<file path="src/rtl/axil_master_if.sv">
// AXI4-Lite bus bundle (AW/W/B/AR/R channels) with master and slave views.
interface axil_if #(
  parameter int ADDR_WIDTH = 40,
  parameter int DATA_WIDTH = 32
);
  logic [ADDR_WIDTH-1:0]   awaddr;
  logic [2:0]              awprot;
  logic                    awvalid;
  logic                    awready;
  logic [DATA_WIDTH-1:0]   wdata;
  logic [DATA_WIDTH/8-1:0] wstrb;
  logic                    wvalid;
  logic                    wready;
  logic [1:0]              bresp;
  logic                    bvalid;
  logic                    bready;
  logic [ADDR_WIDTH-1:0]   araddr;
  logic [2:0]              arprot;
  logic                    arvalid;
  logic                    arready;
  logic [DATA_WIDTH-1:0]   rdata;
  logic [1:0]              rresp;
  logic                    rvalid;
  logic                    rready;

  modport master (
    output awaddr, awprot, awvalid, input awready,
    output wdata, wstrb, wvalid, input wready,
    input bresp, bvalid, output bready,
    output araddr, arprot, arvalid, input arready,
    input rdata, rresp, rvalid, output rready
  );

  modport slave (
    input awaddr, awprot, awvalid, output awready,
    input wdata, wstrb, wvalid, output wready,
    output bresp, bvalid, input bready,
    input araddr, arprot, arvalid, output arready,
    output rdata, rresp, rvalid, input rready
  );
endinterface

</file>
<file path="src/rtl/axil_master.sv">
// Single-outstanding AXI4-Lite initiator: one command in, one response record out.
// Optional AXIL_MASTER_ERR_CNT_EN adds saturating wr/rd/err transaction counters.
//
// state   | meaning
// --------+-----------------------------------------------
// IDLE    | cmd_ready high, waiting for a command
// WR_REQ  | AW and W valids pending, each drops on its own handshake
// WR_RESP | bready high, waiting for B
// RD_REQ  | arvalid pending
// RD_RESP | rready high, waiting for R
// RSP     | rsp_valid high, waiting for rsp_ready
module axil_master #(
  parameter int         ADDR_WIDTH = 40,
  parameter int         DATA_WIDTH = 32,
  parameter logic [2:0] AXI_PROT   = 3'b000
) (
  input  logic                    axi_aclk,
  input  logic                    axi_reset,
  input  logic                    cmd_valid,
  output logic                    cmd_ready,
  input  logic                    cmd_write,
  input  logic [ADDR_WIDTH-1:0]   cmd_addr,
  input  logic [DATA_WIDTH-1:0]   cmd_wdata,
  input  logic [DATA_WIDTH/8-1:0] cmd_wstrb,
  output logic                    rsp_valid,
  input  logic                    rsp_ready,
  output logic                    rsp_write,
  output logic [DATA_WIDTH-1:0]   rsp_rdata,
  output logic [1:0]              rsp_resp,
`ifdef AXIL_MASTER_ERR_CNT_EN
  output logic [15:0]             wr_count,
  output logic [15:0]             rd_count,
  output logic [15:0]             err_count,
`endif
  axil_if.master                  m_axi
);

  typedef enum logic [2:0] {
    IDLE    = 3'd0,
    WR_REQ  = 3'd1,
    WR_RESP = 3'd2,
    RD_REQ  = 3'd3,
    RD_RESP = 3'd4,
    RSP     = 3'd5
  } state_t;

  state_t                  state_q, state_d;
  logic                    cmd_ready_q, cmd_ready_d;
  logic [ADDR_WIDTH-1:0]   awaddr_q, awaddr_d;
  logic                    awvalid_q, awvalid_d;
  logic [DATA_WIDTH-1:0]   wdata_q, wdata_d;
  logic [DATA_WIDTH/8-1:0] wstrb_q, wstrb_d;
  logic                    wvalid_q, wvalid_d;
  logic                    bready_q, bready_d;
  logic [ADDR_WIDTH-1:0]   araddr_q, araddr_d;
  logic                    arvalid_q, arvalid_d;
  logic                    rready_q, rready_d;
  logic                    aw_done_q, aw_done_d;
  logic                    w_done_q, w_done_d;
  logic                    rsp_valid_q, rsp_valid_d;
  logic                    rsp_write_q, rsp_write_d;
  logic [DATA_WIDTH-1:0]   rsp_rdata_q, rsp_rdata_d;
  logic [1:0]              rsp_resp_q, rsp_resp_d;
  logic                    rsp_enter;
  logic                    aw_hs, w_hs;

  assign aw_hs = awvalid_q & m_axi.awready;
  assign w_hs  = wvalid_q & m_axi.wready;

  always_ff @(posedge axi_aclk) begin
    if (axi_reset) begin
      state_q     <= IDLE;
      cmd_ready_q <= 1'b0;
      awaddr_q    <= '0;
      awvalid_q   <= 1'b0;
      wdata_q     <= '0;
      wstrb_q     <= '0;
      wvalid_q    <= 1'b0;
      bready_q    <= 1'b0;
      araddr_q    <= '0;
      arvalid_q   <= 1'b0;
      rready_q    <= 1'b0;
      aw_done_q   <= 1'b0;
      w_done_q    <= 1'b0;
      rsp_valid_q <= 1'b0;
      rsp_write_q <= 1'b0;
      rsp_rdata_q <= '0;
      rsp_resp_q  <= 2'b00;
    end else begin
      state_q     <= state_d;
      cmd_ready_q <= cmd_ready_d;
      awaddr_q    <= awaddr_d;
      awvalid_q   <= awvalid_d;
      wdata_q     <= wdata_d;
      wstrb_q     <= wstrb_d;
      wvalid_q    <= wvalid_d;
      bready_q    <= bready_d;
      araddr_q    <= araddr_d;
      arvalid_q   <= arvalid_d;
      rready_q    <= rready_d;
      aw_done_q   <= aw_done_d;
      w_done_q    <= w_done_d;
      rsp_valid_q <= rsp_valid_d;
      rsp_write_q <= rsp_write_d;
      rsp_rdata_q <= rsp_rdata_d;
      rsp_resp_q  <= rsp_resp_d;
    end
  end

  always_comb begin
    state_d     = state_q;
    cmd_ready_d = cmd_ready_q;
    awaddr_d    = awaddr_q;
    awvalid_d   = awvalid_q;
    wdata_d     = wdata_q;
    wstrb_d     = wstrb_q;
    wvalid_d    = wvalid_q;
    bready_d    = bready_q;
    araddr_d    = araddr_q;
    arvalid_d   = arvalid_q;
    rready_d    = rready_q;
    aw_done_d   = aw_done_q;
    w_done_d    = w_done_q;
    rsp_valid_d = rsp_valid_q;
    rsp_write_d = rsp_write_q;
    rsp_rdata_d = rsp_rdata_q;
    rsp_resp_d  = rsp_resp_q;
    rsp_enter   = 1'b0;

    case (state_q)
      IDLE: begin
        // cmd_ready is registered, so it rises one cycle after entering IDLE
        cmd_ready_d = 1'b1;
        aw_done_d   = 1'b0;
        w_done_d    = 1'b0;
        if (cmd_valid && cmd_ready_q) begin
          cmd_ready_d = 1'b0;
          if (cmd_write) begin
            awaddr_d  = cmd_addr;
            wdata_d   = cmd_wdata;
            wstrb_d   = cmd_wstrb;
            awvalid_d = 1'b1;
            wvalid_d  = 1'b1;
            state_d   = WR_REQ;
          end else begin
            araddr_d  = cmd_addr;
            arvalid_d = 1'b1;
            state_d   = RD_REQ;
          end
        end
      end
      WR_REQ: begin
        if (aw_hs) begin
          awvalid_d = 1'b0;
          aw_done_d = 1'b1;
        end
        if (w_hs) begin
          wvalid_d = 1'b0;
          w_done_d = 1'b1;
        end
        if ((aw_done_q || aw_hs) && (w_done_q || w_hs)) begin
          bready_d = 1'b1;
          state_d  = WR_RESP;
        end
      end
      WR_RESP: begin
        if (m_axi.bvalid && bready_q) begin
          bready_d    = 1'b0;
          rsp_valid_d = 1'b1;
          rsp_write_d = 1'b1;
          rsp_rdata_d = '0;
          rsp_resp_d  = m_axi.bresp;
          rsp_enter   = 1'b1;
          state_d     = RSP;
        end
      end
      RD_REQ: begin
        if (arvalid_q && m_axi.arready) begin
          arvalid_d = 1'b0;
          rready_d  = 1'b1;
          state_d   = RD_RESP;
        end
      end
      RD_RESP: begin
        if (m_axi.rvalid && rready_q) begin
          rready_d    = 1'b0;
          rsp_valid_d = 1'b1;
          rsp_write_d = 1'b0;
          rsp_rdata_d = m_axi.rdata;
          rsp_resp_d  = m_axi.rresp;
          rsp_enter   = 1'b1;
          state_d     = RSP;
        end
      end
      RSP: begin
        if (rsp_ready) begin
          rsp_valid_d = 1'b0;
          state_d     = IDLE;
        end
      end
      default: state_d = IDLE;
    endcase
  end

`ifdef AXIL_MASTER_ERR_CNT_EN
  always_ff @(posedge axi_aclk) begin
    if (axi_reset) begin
      wr_count  <= 16'd0;
      rd_count  <= 16'd0;
      err_count <= 16'd0;
    end else if (rsp_enter) begin
      if (rsp_write_d && wr_count != 16'hFFFF)
        wr_count <= wr_count + 16'd1;
      if (!rsp_write_d && rd_count != 16'hFFFF)
        rd_count <= rd_count + 16'd1;
      if (rsp_resp_d != 2'b00 && err_count != 16'hFFFF)
        err_count <= err_count + 16'd1;
    end
  end
`endif

  assign cmd_ready     = cmd_ready_q;
  assign rsp_valid     = rsp_valid_q;
  assign rsp_write     = rsp_write_q;
  assign rsp_rdata     = rsp_rdata_q;
  assign rsp_resp      = rsp_resp_q;
  assign m_axi.awaddr  = awaddr_q;
  assign m_axi.awprot  = AXI_PROT;
  assign m_axi.awvalid = awvalid_q;
  assign m_axi.wdata   = wdata_q;
  assign m_axi.wstrb   = wstrb_q;
  assign m_axi.wvalid  = wvalid_q;
  assign m_axi.bready  = bready_q;
  assign m_axi.araddr  = araddr_q;
  assign m_axi.arprot  = AXI_PROT;
  assign m_axi.arvalid = arvalid_q;
  assign m_axi.rready  = rready_q;

endmodule

</file>
<file path="src/flat_wrapper.sv">
// flat-port wrapper written by rule: the top's interface ports become plain ports
module axil_master_flat 
#(
  parameter int         ADDR_WIDTH = 40,
  parameter int         DATA_WIDTH = 32,
  parameter logic [2:0] AXI_PROT   = 3'b000
)
  (axi_aclk, axi_reset, cmd_valid, cmd_ready, cmd_write, cmd_addr, cmd_wdata, cmd_wstrb, rsp_valid, rsp_ready, rsp_write, rsp_rdata, rsp_resp, m_axi_awaddr, m_axi_awprot, m_axi_awvalid, m_axi_awready, m_axi_wdata, m_axi_wstrb, m_axi_wvalid, m_axi_wready, m_axi_bresp, m_axi_bvalid, m_axi_bready, m_axi_araddr, m_axi_arprot, m_axi_arvalid, m_axi_arready, m_axi_rdata, m_axi_rresp, m_axi_rvalid, m_axi_rready);
  axil_if #(.ADDR_WIDTH(ADDR_WIDTH), .DATA_WIDTH(DATA_WIDTH)) m_axi_i ();
  input  logic axi_aclk;
  input  logic axi_reset;
  input  logic cmd_valid;
  output logic cmd_ready;
  input  logic cmd_write;
  input  logic [ADDR_WIDTH-1:0] cmd_addr;
  input  logic [DATA_WIDTH-1:0] cmd_wdata;
  input  logic [DATA_WIDTH/8-1:0] cmd_wstrb;
  output logic rsp_valid;
  input  logic rsp_ready;
  output logic rsp_write;
  output logic [DATA_WIDTH-1:0] rsp_rdata;
  output logic [1:0] rsp_resp;
  output wire logic [$bits(m_axi_i.awaddr)-1:0] m_axi_awaddr;
  output wire logic [$bits(m_axi_i.awprot)-1:0] m_axi_awprot;
  output wire logic [$bits(m_axi_i.awvalid)-1:0] m_axi_awvalid;
  input wire logic [$bits(m_axi_i.awready)-1:0] m_axi_awready;
  output wire logic [$bits(m_axi_i.wdata)-1:0] m_axi_wdata;
  output wire logic [$bits(m_axi_i.wstrb)-1:0] m_axi_wstrb;
  output wire logic [$bits(m_axi_i.wvalid)-1:0] m_axi_wvalid;
  input wire logic [$bits(m_axi_i.wready)-1:0] m_axi_wready;
  input wire logic [$bits(m_axi_i.bresp)-1:0] m_axi_bresp;
  input wire logic [$bits(m_axi_i.bvalid)-1:0] m_axi_bvalid;
  output wire logic [$bits(m_axi_i.bready)-1:0] m_axi_bready;
  output wire logic [$bits(m_axi_i.araddr)-1:0] m_axi_araddr;
  output wire logic [$bits(m_axi_i.arprot)-1:0] m_axi_arprot;
  output wire logic [$bits(m_axi_i.arvalid)-1:0] m_axi_arvalid;
  input wire logic [$bits(m_axi_i.arready)-1:0] m_axi_arready;
  input wire logic [$bits(m_axi_i.rdata)-1:0] m_axi_rdata;
  input wire logic [$bits(m_axi_i.rresp)-1:0] m_axi_rresp;
  input wire logic [$bits(m_axi_i.rvalid)-1:0] m_axi_rvalid;
  output wire logic [$bits(m_axi_i.rready)-1:0] m_axi_rready;
  assign m_axi_awaddr = m_axi_i.awaddr;
  assign m_axi_awprot = m_axi_i.awprot;
  assign m_axi_awvalid = m_axi_i.awvalid;
  assign m_axi_i.awready = m_axi_awready;
  assign m_axi_wdata = m_axi_i.wdata;
  assign m_axi_wstrb = m_axi_i.wstrb;
  assign m_axi_wvalid = m_axi_i.wvalid;
  assign m_axi_i.wready = m_axi_wready;
  assign m_axi_i.bresp = m_axi_bresp;
  assign m_axi_i.bvalid = m_axi_bvalid;
  assign m_axi_bready = m_axi_i.bready;
  assign m_axi_araddr = m_axi_i.araddr;
  assign m_axi_arprot = m_axi_i.arprot;
  assign m_axi_arvalid = m_axi_i.arvalid;
  assign m_axi_i.arready = m_axi_arready;
  assign m_axi_i.rdata = m_axi_rdata;
  assign m_axi_i.rresp = m_axi_rresp;
  assign m_axi_i.rvalid = m_axi_rvalid;
  assign m_axi_rready = m_axi_i.rready;
  axil_master #(.ADDR_WIDTH(ADDR_WIDTH), .DATA_WIDTH(DATA_WIDTH), .AXI_PROT(AXI_PROT)) u_core (.axi_aclk(axi_aclk), .axi_reset(axi_reset), .cmd_valid(cmd_valid), .cmd_ready(cmd_ready), .cmd_write(cmd_write), .cmd_addr(cmd_addr), .cmd_wdata(cmd_wdata), .cmd_wstrb(cmd_wstrb), .rsp_valid(rsp_valid), .rsp_ready(rsp_ready), .rsp_write(rsp_write), .rsp_rdata(rsp_rdata), .rsp_resp(rsp_resp), .m_axi(m_axi_i));
endmodule
</file>
<file path="config.mk">
export PLATFORM = sky130hd
export DESIGN_NAME = axil_master_flat
export DESIGN_NICKNAME = d
export VERILOG_FILES = /design/src/rtl/axil_master_if.sv /design/src/rtl/axil_master.sv /design/src/flat_wrapper.sv
export SDC_FILE = /design/constraint.sdc
export NUM_CORES = 1
export LEC_CHECK = 0
export CAP_MARGIN = 0
export CORE_ASPECT_RATIO = 1.1
export CORE_MARGIN = 10
export CORE_UTILIZATION = 44
export CTS_CLUSTER_DIAMETER = 80
export DETAILED_ROUTE_END_ITERATION = 16
export GPL_ROUTABILITY_DRIVEN = 0
export PLACE_DENSITY = 0.88
export RECOVER_POWER = 50
export SYNTH_ARGS = -nofsm -noshare
export SYNTH_HDL_FRONTEND = slang
export SYNTH_SLANG_ARGS = --single-unit
export TNS_END_PERCENT = 1
</file>
<file path="constraint.sdc">
create_clock -name axi_aclk -period 3.51 [get_ports axi_aclk]
set_clock_uncertainty 0.05 [all_clocks]
set_input_delay 0.702 -clock axi_aclk [delete_from_list [all_inputs] [get_ports axi_aclk]]
set_output_delay 0.702 -clock axi_aclk [all_outputs]
set_load 0.02 [all_outputs]
</file>
# After elaboration in Yosys (flattened, before gate mapping)
# Index checks and enable logic that the tools add are counted.
# classes
n_eq_ne	15
mux	40
bitwise_logic	3
reduce_logical	26
# ops
op	count
32-bit 2-to-1 mux	2
32-bit case mux with 2 select lines	1
3-bit 2-to-1 mux	6
3-bit case mux with 6 select lines	1
1-bit 2-to-1 mux	17
1-bit case mux with 2 select lines	8
4-bit AND reduction	4
3-bit AND reduction	5
2-bit by 1-bit != test with 1-bit output, second input constant	7
2-bit nonzero test	5
3-bit by 2-bit == test with 1-bit output, second input constant	2
3-bit == test, second input constant	2
2-bit 2-to-1 mux	3
2-bit != test, second input constant	3
6-bit AND reduction	1
1-bit logical AND	5
2-bit case mux with 2 select lines	1
2-bit AND reduction	2
3-bit by 1-bit == test with 1-bit output, second input constant	1
3-bit zero test	1
1-bit case mux with 3 select lines	1
3-bit nonzero test	1
1-bit AND	2
1-bit logical OR	2
1-bit NOT	1
# word_totals
reg_bits	163
inputBits	122
out_inout_bits	164
elab_cells	101

# Logic depth before layout (Yosys ltp)
# depth
depth_word	5
ltp_mapped	8
mapped_depth_nobuf	4

# Worst setup path after synthesis
# Ideal clock, no wire load.
# synth_timing
path_kind	reg-to-reg
startpoint	register u_core.state_q[0]
endpoint	register u_core.awaddr_q[24], in the netlist u_core.m_axi.awaddr[24]
setup_time_ns	0.132
arrival_time_ns	1.680
path_slack_ns	1.648
stages_incl_launch_ff	9
n_path_buf	4
synth_period_minus_slack_ns	1.862
path_cell_list	dfxtp_1 > buf_2 > or3_4 > or3_1 > clkbuf_1 > buf_6 > buf_6 > nand2_1 > a21oi_1
# synth_via
elab_chain_cells	2
# synth_lines
item	line_no	rtl
start: declaration	axil_master.sv:47	state_t state_q, state_d;
start signal: assignment	axil_master.sv:90	state_q <= state_d;
3-bit zero test	axil_master.sv:130	case (state_q)
3-bit AND reduction (no source line)	-	
end signal: assignment	axil_master.sv:92	awaddr_q <= awaddr_d;
end: declaration	axil_master.sv:49	logic [ADDR_WIDTH-1:0] awaddr_q, awaddr_d;
# No other way between the ends.
# A chain may end at the register's enable or synchronous reset.

# Worst setup path after layout
# layout_timing
startpoint	register u_core.state_q[0]
endpoint	register u_core.araddr_q[24], in the netlist u_core.m_axi.araddr[24]
# layout_via
elab_chain_cells	2
# layout_lines
item	line_no	rtl
3-bit zero test	axil_master.sv:130	
3-bit AND reduction (no source line)	-	
end signal: assignment	axil_master.sv:98	araddr_q <= araddr_d;
end: declaration	axil_master.sv:55	logic [ADDR_WIDTH-1:0] araddr_q, araddr_d;
# No other way between the ends.

==> impl_metrics.prom <==
# TYPE chip_impl_metric gauge
chip_impl_metric{name="synth_edf_count",unit=""} 0
chip_impl_info{name="ctsRootBufferMaster",value="clkbuf_16"} 1
chip_impl_metric{name="finalCoreUtilization",unit="%"} 70.9
chip_impl_metric{name="path_buf_inv",unit=""} 1
chip_impl_metric{name="timing_worst_slew_pin_value",unit="ps"} 1300
chip_impl_metric{name="post_cts_hold_buffer_count",unit=""} 0
chip_impl_metric{name="cellLeakagePower",unit="nW"} 3.54
chip_impl_metric{name="antenna_cells_inserted",unit=""} 0
chip_impl_metric{name="average_wire_per_cell_in_the_routed_design",unit="um"} 16.8
chip_impl_metric{name="power_per_cell_area",unit="mW/mm^2"} 561
chip_impl_info{name="yosysTopAreaCell",value="dfxtp_1"} 1
chip_impl_metric{name="floorplan_row_count",unit=""} 44
chip_impl_metric{name="drtIter0Drc",unit=""} 304
chip_impl_metric{name="critical_path_arrival",unit="ps"} 2820
chip_impl_info{name="worst_path_dominant_cell_family",value="simple AND/OR/NAND/NOR gates"} 1
chip_impl_metric{name="period_share",unit="%"} 72.1
chip_impl_metric{name="p_switching",unit="W"} 0.00155
chip_impl_metric{name="vdd_drop_max",unit="uV"} 369
chip_impl_metric{name="post-route-drc-count",unit=""} 0
chip_impl_metric{name="h_tree_levels",unit=""} 4
chip_impl_metric{name="postSynth.asyncResetShare",unit="%"} 0
chip_impl_metric{name="clk_path_buf_depth",unit=""} 2
chip_impl_info{name="yosys_most_used_dff",value="dfxtp_1"} 1
chip_impl_metric{name="postRouteAntennaNets",unit=""} 0
chip_impl_info{name="rsz0062_at_grt",value="false"} 1
chip_impl_metric{name="power.sequential.fraction",unit="%"} 39.9
chip_impl_info{name="status",value="completed"} 1
chip_impl_metric{name="syn_area_per_cell",unit="um^2"} 8.01
chip_impl_metric{name="global_route_congestion_overflow_total",unit=""} 0
chip_impl_metric{name="swShare",unit="%"} 29.6
chip_impl_metric{name="grt_util_all_layers",unit="%"} 20.5
chip_impl_info{name="cell_with_the_largest_stage_delay_on_the_worst_path",value="clkbuf_2"} 1
chip_impl_metric{name="setup_tns",unit="ps"} 0
chip_impl_metric{name="longest_individual_stage_delay_on_the_worst_path",unit="ps"} 750
chip_impl_metric{name="setup_viol",unit=""} 0
chip_impl_metric{name="yosysSeqAreaShare",unit="%"} 55.3
chip_impl_metric{name="synth_cell_types",unit=""} 32
chip_impl_info{name="tritoncts",value="done"} 1
chip_impl_metric{name="period_minus_slack",unit="ps"} 2530
chip_impl_metric{name="finalHoldViolCount",unit=""} 0
chip_impl_metric{name="floorplan.die.width",unit="um"} 130
chip_impl_metric{name="floorplan.core_area",unit="mm^2"} 0.0132
chip_impl_metric{name="cp_max_fo",unit=""} 40
chip_impl_metric{name="power.combinational.fraction",unit="%"} 22.1
chip_impl_metric{name="clockPowerShare",unit="%"} 38.0
chip_impl_metric{name="yosysWarnings",unit=""} 0
chip_impl_metric{name="largest_net_degree_at_the_start_of_global_routing",unit=""} 79
chip_impl_metric{name="numCtsBuffers",unit=""} 17
chip_impl_metric{name="die-area",unit="mm^2"} 0.0184
chip_impl_metric{name="nNetsFinal",unit=""} 1108
chip_impl_metric{name="ys_ff_latch",unit=""} 163
chip_impl_metric{name="mappedNetlistArea",unit="mm^2"} 0.00590
chip_impl_metric{name="place.detailed.hpwl",unit="um"} 14000
chip_impl_metric{name="grt_first_pass_wirelength",unit="um"} 30100
chip_impl_metric{name="syn-instance-count",unit=""} 736
chip_impl_metric{name="place.port_buffers",unit=""} 279
chip_impl_metric{name="first_global_vias",unit=""} 5820
chip_impl_metric{name="area.growth.synth_to_final",unit="%"} 58.1
chip_impl_metric{name="intPower",unit="W"} 0.00368
chip_impl_metric{name="cp_data_required_time",unit="ps"} 3800
chip_impl_metric{name="floorplan.die.height",unit="um"} 141
chip_impl_metric{name="clk_pin_slew_worst_paths",unit="ps"} 70
chip_impl_metric{name="yosys.area.top_type_share",unit="%"} 55.3
chip_impl_info{name="critical_path_type",value="reg2reg"} 1
chip_impl_info{name="path_cells",value="or3_1, nor3_1, clkbuf_2, nand2_1, a21oi_1"} 1
chip_impl_metric{name="route.detailed.vias_per_inst",unit=""} 5.09
chip_impl_info{name="area_contributors_post_synth",value="dfxtp_1, nand2_1, a21oi_1"} 1
chip_impl_metric{name="fillers",unit=""} 991
chip_impl_metric{name="start_util",unit="%"} 44.8
chip_impl_metric{name="cts_num_sinks",unit=""} 163
chip_impl_metric{name="boundaryPins",unit=""} 286
chip_impl_metric{name="max_slew_margin",unit="%"} 13.0
chip_impl_info{name="endpoint_kind",value="flip-flop"} 1
chip_impl_metric{name="cap_violations",unit=""} 0
chip_impl_metric{name="post-cts-setup-buffers",unit=""} 0
chip_impl_metric{name="insertion_delay",unit="ps"} 420
chip_impl_info{name="timing.hold.worst.class",value="reg2reg"} 1
chip_impl_metric{name="router_iterations_before_antenna_repair",unit=""} 4
chip_impl_info{name="worst_setup_path_start_kind",value="flip-flop"} 1
chip_impl_metric{name="ctsResizeCount",unit=""} 0
chip_impl_metric{name="vias",unit=""} 5901
chip_impl_metric{name="grt_antenna_before_repair",unit=""} 0
chip_impl_metric{name="layout_cells_sized_above_1",unit="%"} 4.70
chip_impl_metric{name="report.final.slew_viol_count",unit=""} 0
chip_impl_metric{name="max_clock_freq",unit="MHz"} 395
chip_impl_metric{name="postRouteWirelength",unit="um"} 19500
[path summary, 6_finish.rpt]
check	start	to	slack, ps	cells past startpoint
min reg2reg	u_core.m_axi.araddr[21]	u_core.m_axi.araddr[21]	400	2
max	u_core.state_q[0]	u_core.m_axi.araddr[24]	980	5
min	u_core.m_axi.araddr[21]	u_core.m_axi.araddr[21]	400	2
max reg2reg	u_core.state_q[0]	u_core.m_axi.araddr[24]	980	5
[final cells by class]
cell class / count / area [um^2] / share of cell area, %
tap: 161 / 201 / 2.16
inverter: 2 / 7.51 / 0.0805
clock buffer: 18 / 439 / 4.71
timing repair buffer: 289 / 2880 / 30.9
sequential: 163 / 3260 / 35.0
multi-input combinational: 513 / 2330 / 25.0
clock inverter: 14 / 200 / 2.15
[power by group through the flow]
stage,clock [W],sequential [W],combinational (W)
after floorplan,0,0.00227,0.000520
after detailed placement,0,0.00213,0.00120
after global routing,0.00209,0.00210,0.00126
after CTS,0.00202,0.00209,0.00121
final,0.00199,0.00209,0.00116
after global placement,0,0.00213,0.00119
[logic make-up (layout without fill, tap and decap cells)]
logic type	Yosys count	after routing	synth area share, %
simple gates	294	294	19.6
mux	3	3	0.509
compound gates	210	210	18.9
flops	163	163	55.3
other cells	1	6	0.0636
buf+inv	65	323	5.58
[registers in the layout, indices dropped and copies added (netlist names), 2 cells and up]
name	cells
u_core.state_q	3
u_core.m_axi.wstrb	4
u_core.rsp_rdata	32
u_core.m_axi.wdata	32
u_core.rsp_resp	2
u_core.m_axi.araddr	40
u_core.m_axi.awaddr	40
[per-stage QoR]
stage | worst slack, ps | power (W) | cells | area [um^2] | hold slack [ps]
after floorplan | 1650 | 0.00279 | 741 | 5920 | 437
after global placement | 865 | 0.00332 | 1128 | 8710 | 390
after detailed placement | 794 | 0.00334 | 1128 | 8710 | 395
after CTS | 1200 | 0.00532 | 1160 | 9350 | 404
after global routing | 714 | 0.00545 | 1160 | 9320 | 417
final | 979 | 0.00523 | 1160 | 9320 | 398
[synthesized netlist by cell type, types with 2 or more instances]
library cell and n:
clkbuf_1 36, buf_6 5, buf_2 14, a41oi_1 2, or3_1 2, mux2i_1 3, inv_1 2, dfxtp_1 163
a211oi_1 2, a31oi_1 4, buf_4 8, nand2_1 270, nor3b_1 2, nor3_1 6, nor2b_1 3, a21oi_1 156
o21ai_0 33, nor3_2 2, nor2_1 6, a311oi_1 5
[layer usage]
layer | track usage [%] | vias up | share of wire [%]
met5 | 0 | - | 0
met4 | 9.31 | 0 | 3.1
met3 | 9.77 | 38 | 11
met2 | 33.6 | 228 | 49
met1 | 21.7 | 2702 | 37
li1 | - | 2933 | -
[worst min-delay path: stages, from the launching register on]
cell     delay (ps)
dfxtp_1         300
nand2_1          50
a21oi_1          50
[cells in the final DEF, fill, tap and decap left out, drive strengths merged, types with 3 or more instances in the layout]
| cell type | n |
|---|---|
| bufinv | 4 |
| nand2 | 270 |
| nor2 | 6 |
| or3 | 3 |
| clkdlybuf4s50 | 163 |
| mux2i | 3 |
| buf | 8 |
| a21oi | 156 |
| nor2b | 3 |
| dfxtp | 163 |
| clkinv | 3 |
| clkinvlp | 3 |
| a311oi | 5 |
| dlygate4sd3 | 115 |
| conb | 6 |
| clkbuf | 21 |
| a31oi | 4 |
| inv | 6 |
| nor3 | 8 |
| o21ai | 33 |
(Power assumes the default switching activity.)
